## config.mk

```make
export PLATFORM = sky130hd
export DESIGN_NAME = uart_echo_tester_flat
export DESIGN_NICKNAME = d
export VERILOG_FILES = /design/src/rtl/uart_echo_tester_pkg.sv /design/src/rtl/uart_echo_tester_if.sv /design/src/rtl/lfsr8.sv /design/src/rtl/uart_echo_tester.sv /design/src/flat_wrapper.sv
export SDC_FILE = /design/constraint.sdc
export NUM_CORES = 1
export LEC_CHECK = 0
export CAP_MARGIN = 20
export CORE_MARGIN = 4
export CORE_UTILIZATION = 55
export CTS_CLUSTER_DIAMETER = 200
export DETAILED_ROUTE_END_ITERATION = 8
export GPL_ROUTABILITY_DRIVEN = 0
export HOLD_SLACK_MARGIN = 0.06
export PLACE_DENSITY = 0.84
export SKIP_LAST_GASP = 1
export SLEW_MARGIN = 20
export SYNTH_ARGS = -nofsm -noshare
export SYNTH_HDL_FRONTEND = slang
export SYNTH_SLANG_ARGS = --single-unit
```

## constraint.sdc

```tcl
create_clock -name clk -period 4.93 [get_ports clk]
set_clock_uncertainty 0.2 [all_clocks]
set_input_delay 1.2325 -clock clk [delete_from_list [all_inputs] [get_ports clk]]
set_output_delay 1.2325 -clock clk [all_outputs]
set_load 0.02 [all_outputs]
```

## src/rtl/uart_echo_tester_pkg.sv

```systemverilog
// Shared types, constants and LFSR helpers for the UART echo tester.
package uart_echo_tester_pkg;

  typedef enum logic [1:0] {
    IDLE      = 2'd0,
    SEND      = 2'd1,
    WAIT_ECHO = 2'd2,
    DONE      = 2'd3
  } tester_state_t;

  typedef enum logic [1:0] {
    FC_NONE    = 2'b00,
    FC_DATA    = 2'b01,
    FC_FRAMING = 2'b10,
    FC_TIMEOUT = 2'b11
  } fail_code_t;

  localparam logic [7:0] LFSR_TAPS = 8'hB8;

  // One step of the 8-bit right-shifting Galois LFSR.
  function automatic logic [7:0] lfsr_next(input logic [7:0] cur);
    return (cur >> 1) ^ (cur[0] ? LFSR_TAPS : 8'h00);
  endfunction

  // The all-zero state would lock the LFSR up, so it is never used as a seed.
  function automatic logic [7:0] fix_seed(input logic [7:0] seed);
    return (seed == 8'h00) ? 8'h01 : seed;
  endfunction

endpackage

```

## src/rtl/uart_echo_tester_if.sv

```systemverilog
// Byte-level link between the tester and the uart_tx/uart_rx pair.
interface uart_echo_tester_if;
  logic       tx_start;
  logic [7:0] tx_data;
  logic       tx_busy;
  logic [7:0] rx_data;
  logic       rx_ready;
  logic       rx_framing_error;

  modport master (
    output tx_start, tx_data,
    input  tx_busy, rx_data, rx_ready, rx_framing_error
  );

  modport slave (
    input  tx_start, tx_data,
    output tx_busy, rx_data, rx_ready, rx_framing_error
  );
endinterface

```

## src/rtl/lfsr8.sv

```systemverilog
// 8-bit Galois PRBS generator with seed load and single-step advance.
module lfsr8
  import uart_echo_tester_pkg::*;
(
  input  logic       clk,
  input  logic       reset_n,
  input  logic       load,
  input  logic [7:0] seed,
  input  logic       step,
  output logic [7:0] q
);

  logic [7:0] lfsr_d;
  logic [7:0] lfsr_q;

  // Next value: a load wins over a step so a restart always begins at the seed.
  always_comb begin
    lfsr_d = lfsr_q;
    if (load) begin
      lfsr_d = fix_seed(seed);
    end else if (step) begin
      lfsr_d = lfsr_next(lfsr_q);
    end else begin
      lfsr_d = lfsr_q;
    end
  end

  // State register, reset to the seed.
  always_ff @(posedge clk) begin
    if (!reset_n) begin
      lfsr_q <= fix_seed(seed);
    end else begin
      lfsr_q <= lfsr_d;
    end
  end

  assign q = lfsr_q;

endmodule

```

## src/rtl/uart_echo_tester.sv

```systemverilog
// Stop-and-wait echo tester: sends PRBS bytes and checks each echoed byte.
module uart_echo_tester
  import uart_echo_tester_pkg::*;
#(
  parameter int unsigned NUM_BYTES      = 256,
  parameter int unsigned TIMEOUT_CYCLES = 2_000_000,
  parameter logic [7:0]  SEED           = 8'hA5
) (
  input  logic                      clk,
  input  logic                      reset_n,
  input  logic                      start,
  uart_echo_tester_if.master        uart,
  output logic                      busy,
  output logic                      done,
  output logic                      pass,
  output logic [1:0]                fail_code,
  output logic [15:0]               error_count,
  output logic [15:0]               bytes_checked
);

  localparam int unsigned   TW         = $clog2(TIMEOUT_CYCLES);
  localparam logic [TW-1:0] TIMER_LAST = TW'(TIMEOUT_CYCLES - 1);
  localparam logic [15:0]   LAST_COUNT = 16'(NUM_BYTES);

  tester_state_t state_d, state_q;
  fail_code_t    fail_code_d, fail_code_q;
  logic          tx_start_d, tx_start_q;
  logic [7:0]    tx_data_d, tx_data_q;
  logic          busy_d, busy_q;
  logic          done_d, done_q;
  logic          pass_d, pass_q;
  logic [15:0]   err_d, err_q;
  logic [15:0]   bytes_d, bytes_q;
  logic [TW-1:0] timer_d, timer_q;
  logic          lfsr_load_s, lfsr_step_s;
  logic [7:0]    lfsr_s;
  logic          byte_err_s, finish_s;
  fail_code_t    code_s;

  lfsr8 u_lfsr (
    .clk     (clk),
    .reset_n (reset_n),
    .load    (lfsr_load_s),
    .seed    (SEED),
    .step    (lfsr_step_s),
    .q       (lfsr_s)
  );

  // Next-state and output logic; error bookkeeping is shared by every error source.
  always_comb begin
    state_d     = state_q;
    fail_code_d = fail_code_q;
    tx_start_d  = 1'b0;
    tx_data_d   = tx_data_q;
    busy_d      = busy_q;
    done_d      = done_q;
    pass_d      = pass_q;
    err_d       = err_q;
    bytes_d     = bytes_q;
    timer_d     = timer_q;
    lfsr_load_s = 1'b0;
    lfsr_step_s = 1'b0;
    byte_err_s  = 1'b0;
    finish_s    = 1'b0;
    code_s      = FC_NONE;

    case (state_q)
      IDLE, DONE: begin
        if (start) begin
          state_d     = SEND;
          fail_code_d = FC_NONE;
          busy_d      = 1'b1;
          done_d      = 1'b0;
          pass_d      = 1'b0;
          err_d       = 16'd0;
          bytes_d     = 16'd0;
          timer_d     = '0;
          lfsr_load_s = 1'b1;
        end else begin
          state_d = state_q;
        end
      end
      SEND: begin
        // An echo while nothing is in flight is counted as a data error.
        if (uart.rx_ready) begin
          byte_err_s = 1'b1;
          code_s     = FC_DATA;
        end else begin
          byte_err_s = 1'b0;
        end
        if (!uart.tx_busy) begin
          tx_start_d = 1'b1;
          tx_data_d  = lfsr_s;
          timer_d    = '0;
          state_d    = WAIT_ECHO;
        end else begin
          state_d = SEND;
        end
      end
      WAIT_ECHO: begin
        timer_d = timer_q + 1'b1;
        // A byte arriving on the timeout cycle is accepted instead of timing out.
        if (uart.rx_ready) begin
          bytes_d     = bytes_q + 16'd1;
          lfsr_step_s = 1'b1;
          if (uart.rx_framing_error) begin
            byte_err_s = 1'b1;
            code_s     = FC_FRAMING;
          end else if (uart.rx_data != tx_data_q) begin
            byte_err_s = 1'b1;
            code_s     = FC_DATA;
          end else begin
            byte_err_s = 1'b0;
          end
          if (bytes_q + 16'd1 == LAST_COUNT) begin
            finish_s = 1'b1;
          end else begin
            state_d = SEND;
          end
        end else if (timer_q == TIMER_LAST) begin
          byte_err_s = 1'b1;
          code_s     = FC_TIMEOUT;
          finish_s   = 1'b1;
        end else begin
          state_d = WAIT_ECHO;
        end
      end
      default: begin
        state_d = IDLE;
      end
    endcase

    if (byte_err_s) begin
      err_d = (err_q == 16'hFFFF) ? err_q : err_q + 16'd1;
      fail_code_d = (fail_code_q == FC_NONE) ? code_s : fail_code_q;
    end else begin
      err_d = err_d;
    end

    if (finish_s) begin
      state_d = DONE;
      busy_d  = 1'b0;
      done_d  = 1'b1;
      pass_d  = (err_d == 16'd0);
    end else begin
      done_d = done_d;
    end
  end

  // Registers; reset aborts any run without reporting.
  always_ff @(posedge clk) begin
    if (!reset_n) begin
      state_q     <= IDLE;
      fail_code_q <= FC_NONE;
      tx_start_q  <= 1'b0;
      tx_data_q   <= 8'h00;
      busy_q      <= 1'b0;
      done_q      <= 1'b0;
      pass_q      <= 1'b0;
      err_q       <= 16'd0;
      bytes_q     <= 16'd0;
      timer_q     <= '0;
    end else begin
      state_q     <= state_d;
      fail_code_q <= fail_code_d;
      tx_start_q  <= tx_start_d;
      tx_data_q   <= tx_data_d;
      busy_q      <= busy_d;
      done_q      <= done_d;
      pass_q      <= pass_d;
      err_q       <= err_d;
      bytes_q     <= bytes_d;
      timer_q     <= timer_d;
    end
  end

  assign uart.tx_start  = tx_start_q;
  assign uart.tx_data   = tx_data_q;
  assign busy           = busy_q;
  assign done           = done_q;
  assign pass           = pass_q;
  assign fail_code      = fail_code_q;
  assign error_count    = err_q;
  assign bytes_checked  = bytes_q;

endmodule
```

## src/flat_wrapper.sv

```systemverilog
// flat-port wrapper written by rule: the top's interface ports become plain ports
module uart_echo_tester_flat import uart_echo_tester_pkg::*;
#(
  parameter int unsigned NUM_BYTES      = 256,
  parameter int unsigned TIMEOUT_CYCLES = 2_000_000,
  parameter logic [7:0]  SEED           = 8'hA5
)
  (clk, reset_n, start, busy, done, pass, fail_code, error_count, bytes_checked, uart_tx_start, uart_tx_data, uart_tx_busy, uart_rx_data, uart_rx_ready, uart_rx_framing_error);
  uart_echo_tester_if uart_i ();
  input  logic clk;
  input  logic reset_n;
  input  logic start;
  output logic busy;
  output logic done;
  output logic pass;
  output logic [1:0] fail_code;
  output logic [15:0] error_count;
  output logic [15:0] bytes_checked;
  output wire logic [$bits(uart_i.tx_start)-1:0] uart_tx_start;
  output wire logic [$bits(uart_i.tx_data)-1:0] uart_tx_data;
  input wire logic [$bits(uart_i.tx_busy)-1:0] uart_tx_busy;
  input wire logic [$bits(uart_i.rx_data)-1:0] uart_rx_data;
  input wire logic [$bits(uart_i.rx_ready)-1:0] uart_rx_ready;
  input wire logic [$bits(uart_i.rx_framing_error)-1:0] uart_rx_framing_error;
  assign uart_tx_start = uart_i.tx_start;
  assign uart_tx_data = uart_i.tx_data;
  assign uart_i.tx_busy = uart_tx_busy;
  assign uart_i.rx_data = uart_rx_data;
  assign uart_i.rx_ready = uart_rx_ready;
  assign uart_i.rx_framing_error = uart_rx_framing_error;
  uart_echo_tester #(.NUM_BYTES(NUM_BYTES), .TIMEOUT_CYCLES(TIMEOUT_CYCLES), .SEED(SEED)) u_core (.clk(clk), .reset_n(reset_n), .start(start), .uart(uart_i), .busy(busy), .done(done), .pass(pass), .fail_code(fail_code), .error_count(error_count), .bytes_checked(bytes_checked));
endmodule
```

==> results by group <==
Power
  • PD cells: 263 nW/um2
  • Static leakage: 1.84 nW
  • Total power: 1.34 mW
  • Largest vdd supply drop: 0.195 mV

Cells and area
  • Fillers: 625
  • Total Nets Final: 602
  • Final core utilization: 0.687
  • Antenna fix cells: 0
  • Proportion of layout cells with a drive suffix above 1: 0.0750
  • Layout area overhead: 19.2%
  • Footprint of the multi-input gates: 2530 um2
  • Layout Cells excl Fill: 686
  • Most frequent cells in the layout: dfxtp_1 (77), nand2_1 (72), nor2_1 (68)
  • Commonest non-fill, non-tap cell in the layout: dfxtp_1
  • Final instance area: 5090 um2
  • Sequential cell area: 1540 um2

Global routing
  • Overall global routing resource usage: 0.241
  • Largest net degree at the start of global routing: 25
  • First-pass GRT wire length: 17700 um
  • Vias in the first global route: 3830
  • Antenna violations before repair: 0
  • Remaining global-route overflow: 0

Yosys
  • Ys async rst share: 0
  • Mapped Area: 4270 um2
  • Yosys reg bits: 77
  • Synth Instances: 542
  • Top post-synthesis cells by area: dfxtp_1 (36%), nand2_1 (6.3%), nor2_1 (6.0%)
  • Syn_area_per_cell: 7.88 um2
  • Primary FF master, synth: dfxtp_1
  • Post-synth EDFFs: 0
  • Share of the synthesized area in the top cell type: 0.361
  • Post-Syn Nets: 562
  • Yosys top cell by area: dfxtp_1
  • Synth Warn #: 0
  • Register area share after synthesis: 0.361
  • Distinct cells, synth: 70

STA
  • Min Tclk post-route: 3.88 ns
  • Setup_tns: 0 ns
  • Fmax: 258 MHz
  • Finish-stage setup viols: 0
  • Final worst path period share: 0.787
  • Final Max Tran Viols: 0
  • Unrepaired setup endpoints after global routing: no
  • Endpoints failing hold: 0
  • Worst slew pin tran: 0.828 ns
  • Slew HR: 0.446

CTS
  • Setup Buffers After CTS: 0
  • Root Driver: clkbuf_8
  • Worst-Skew Late Latency: 0.36 ns
  • Clk slew on worst S/H paths: 0.08 ns
  • Number of H-tree levels: 3
  • Hold_buf cts: 0
  • Max Buffers Root-to-Sink: 2
  • CTS tree: yes
  • Cts bufs inserted: 9
  • CTS resizes: 0
  • # clock sinks: 77

Die
  • Die area: 9240 um2
  • Initial core utilization: 0.576
  • Die X: 96.1 um
  • Num rows: 31
  • Core area: 7410 um2
  • Die H: 96.1 um
  • Ports: 60

Run
  • Max cap viols: 0

Setup path
  • CP Max Fanout: 15
  • Startpoint Class: input pin
  • CP endpoint kind: flip-flop
  • Crit path DAT: 3.99 ns
  • CP Class: in2reg
  • CP required: 5.04 ns

Outcome
  • Outcome: complete, no violations

Route
  • DRC violations left: 0
  • ANT nets after route: 0
  • Routed WL per cell: 15.4 um
  • Final WL: 10600 um
  • DR vias: 4141
  • TritonRoute pass-1 iters: 5
  • Vias/cell: 6.04
  • 1st-iter DRT viols: 471

Placed design
  • Port bufs: 59
  • Placed inst area: 4860 um2
  • Placed Cells: 670
  • Post-DP HPWL: 7490 um

Worst hold path
  • Hold crit path type: reg2reg
final cells by class:
| cell class | count | area share |
|---|---|---|
| clock buffers | 10 | 0.0270 |
| repair buffers | 63 | 0.122 |
| flip-flops and latches | 77 | 0.303 |
| clock inverters | 6 | 0.0170 |
| well taps | 99 | 0.0243 |
| multi-input cells | 419 | 0.498 |
| inverters | 12 | 0.00885 |
state kept, by name (all words and copies together), names as in the netlist:
signal,flops
u_core.busy,1
u_core.bytes_checked,16
u_core.done,1
u_core.error_count,16
u_core.fail_code,2
u_core.pass,1
u_core.state_q,2
u_core.timer_q,21
u_core.u_lfsr.q,8
u_core.uart.tx_data,8
u_core.uart.tx_start,1
layer usage:
layer,routed length [um],global-route usage,part of all wire
met5,0,0,0
met2,5030,0.405,0.48
met3,731,0.0680,0.069
met4,172,0.0652,0.016
met1,4630,0.300,0.44
synthesized netlist by cell type (all sizes together) (10+ instances only):
cell,n
xor2,22
nand3,25
clkbuf,22
o21ai,26
inv,11
nor3,10
and3,14
nand4,15
dfxtp,77
nand2,72
buf,12
a21oi,40
nor2,68
path summary, 6_finish.rpt:
path / start / endpoint / slack, ns / cells after the start
worst max-delay path: uart_rx_data[4] / u_core.pass$_SDFFE_PN0P_ / 1.05 / 9
worst min-delay path: u_core.u_lfsr.q[7]$_SDFFE_PP1P_ / u_core.u_lfsr.q[6]$_SDFFE_PP0P_ / 0.27 / 2
worst max register to register: u_core.bytes_checked[3]$_SDFFE_PN0P_ / u_core.pass$_SDFFE_PN0P_ / 1.81 / 8
worst min register to register: u_core.u_lfsr.q[7]$_SDFFE_PP1P_ / u_core.u_lfsr.q[6]$_SDFFE_PP0P_ / 0.27 / 2
stage by stage:
stage / hold slack [ns] / setup slack [ns]
3_5_place_dp: 0.267 / 0.760
6_report: 0.274 / 1.05
4_1_cts: 0.278 / 1.07
3_3_place_gp: 0.259 / 0.901
5_1_grt: 0.289 / 0.810
2_1_floorplan: 0.245 / 1.72
cells by family after synthesis:
logic type	count (synthesis)	synth area share
multiplexers	8	0.0199
flip-flops	77	0.361
AO/OA/AOI/OAI	116	0.180
buffers and inverters	46	0.0460
adder cells (fa/ha/maj)	6	0.0176
AND/OR/NAND/NOR	258	0.312
XOR/XNOR	31	0.0636
where the power goes:
part	internal, mW	switching (mW)
Combinational	0.0587	0.112
Clock	0.298	0.233
Sequential	0.631	0.00864
Total	0.987	0.353
worst max-delay path: stages:
cell and delay, ns:
clkdlybuf4s50_1 0.42, xor2_1 0.15, nor4_1 0.43, nand3_1 0.55, and3_1 0.44, o221ai_1 0.22
o2111ai_1 0.17, nor4_2 0.23, a21o_1 0.14
No activity file was read; power rests on OpenSTA's default activity.
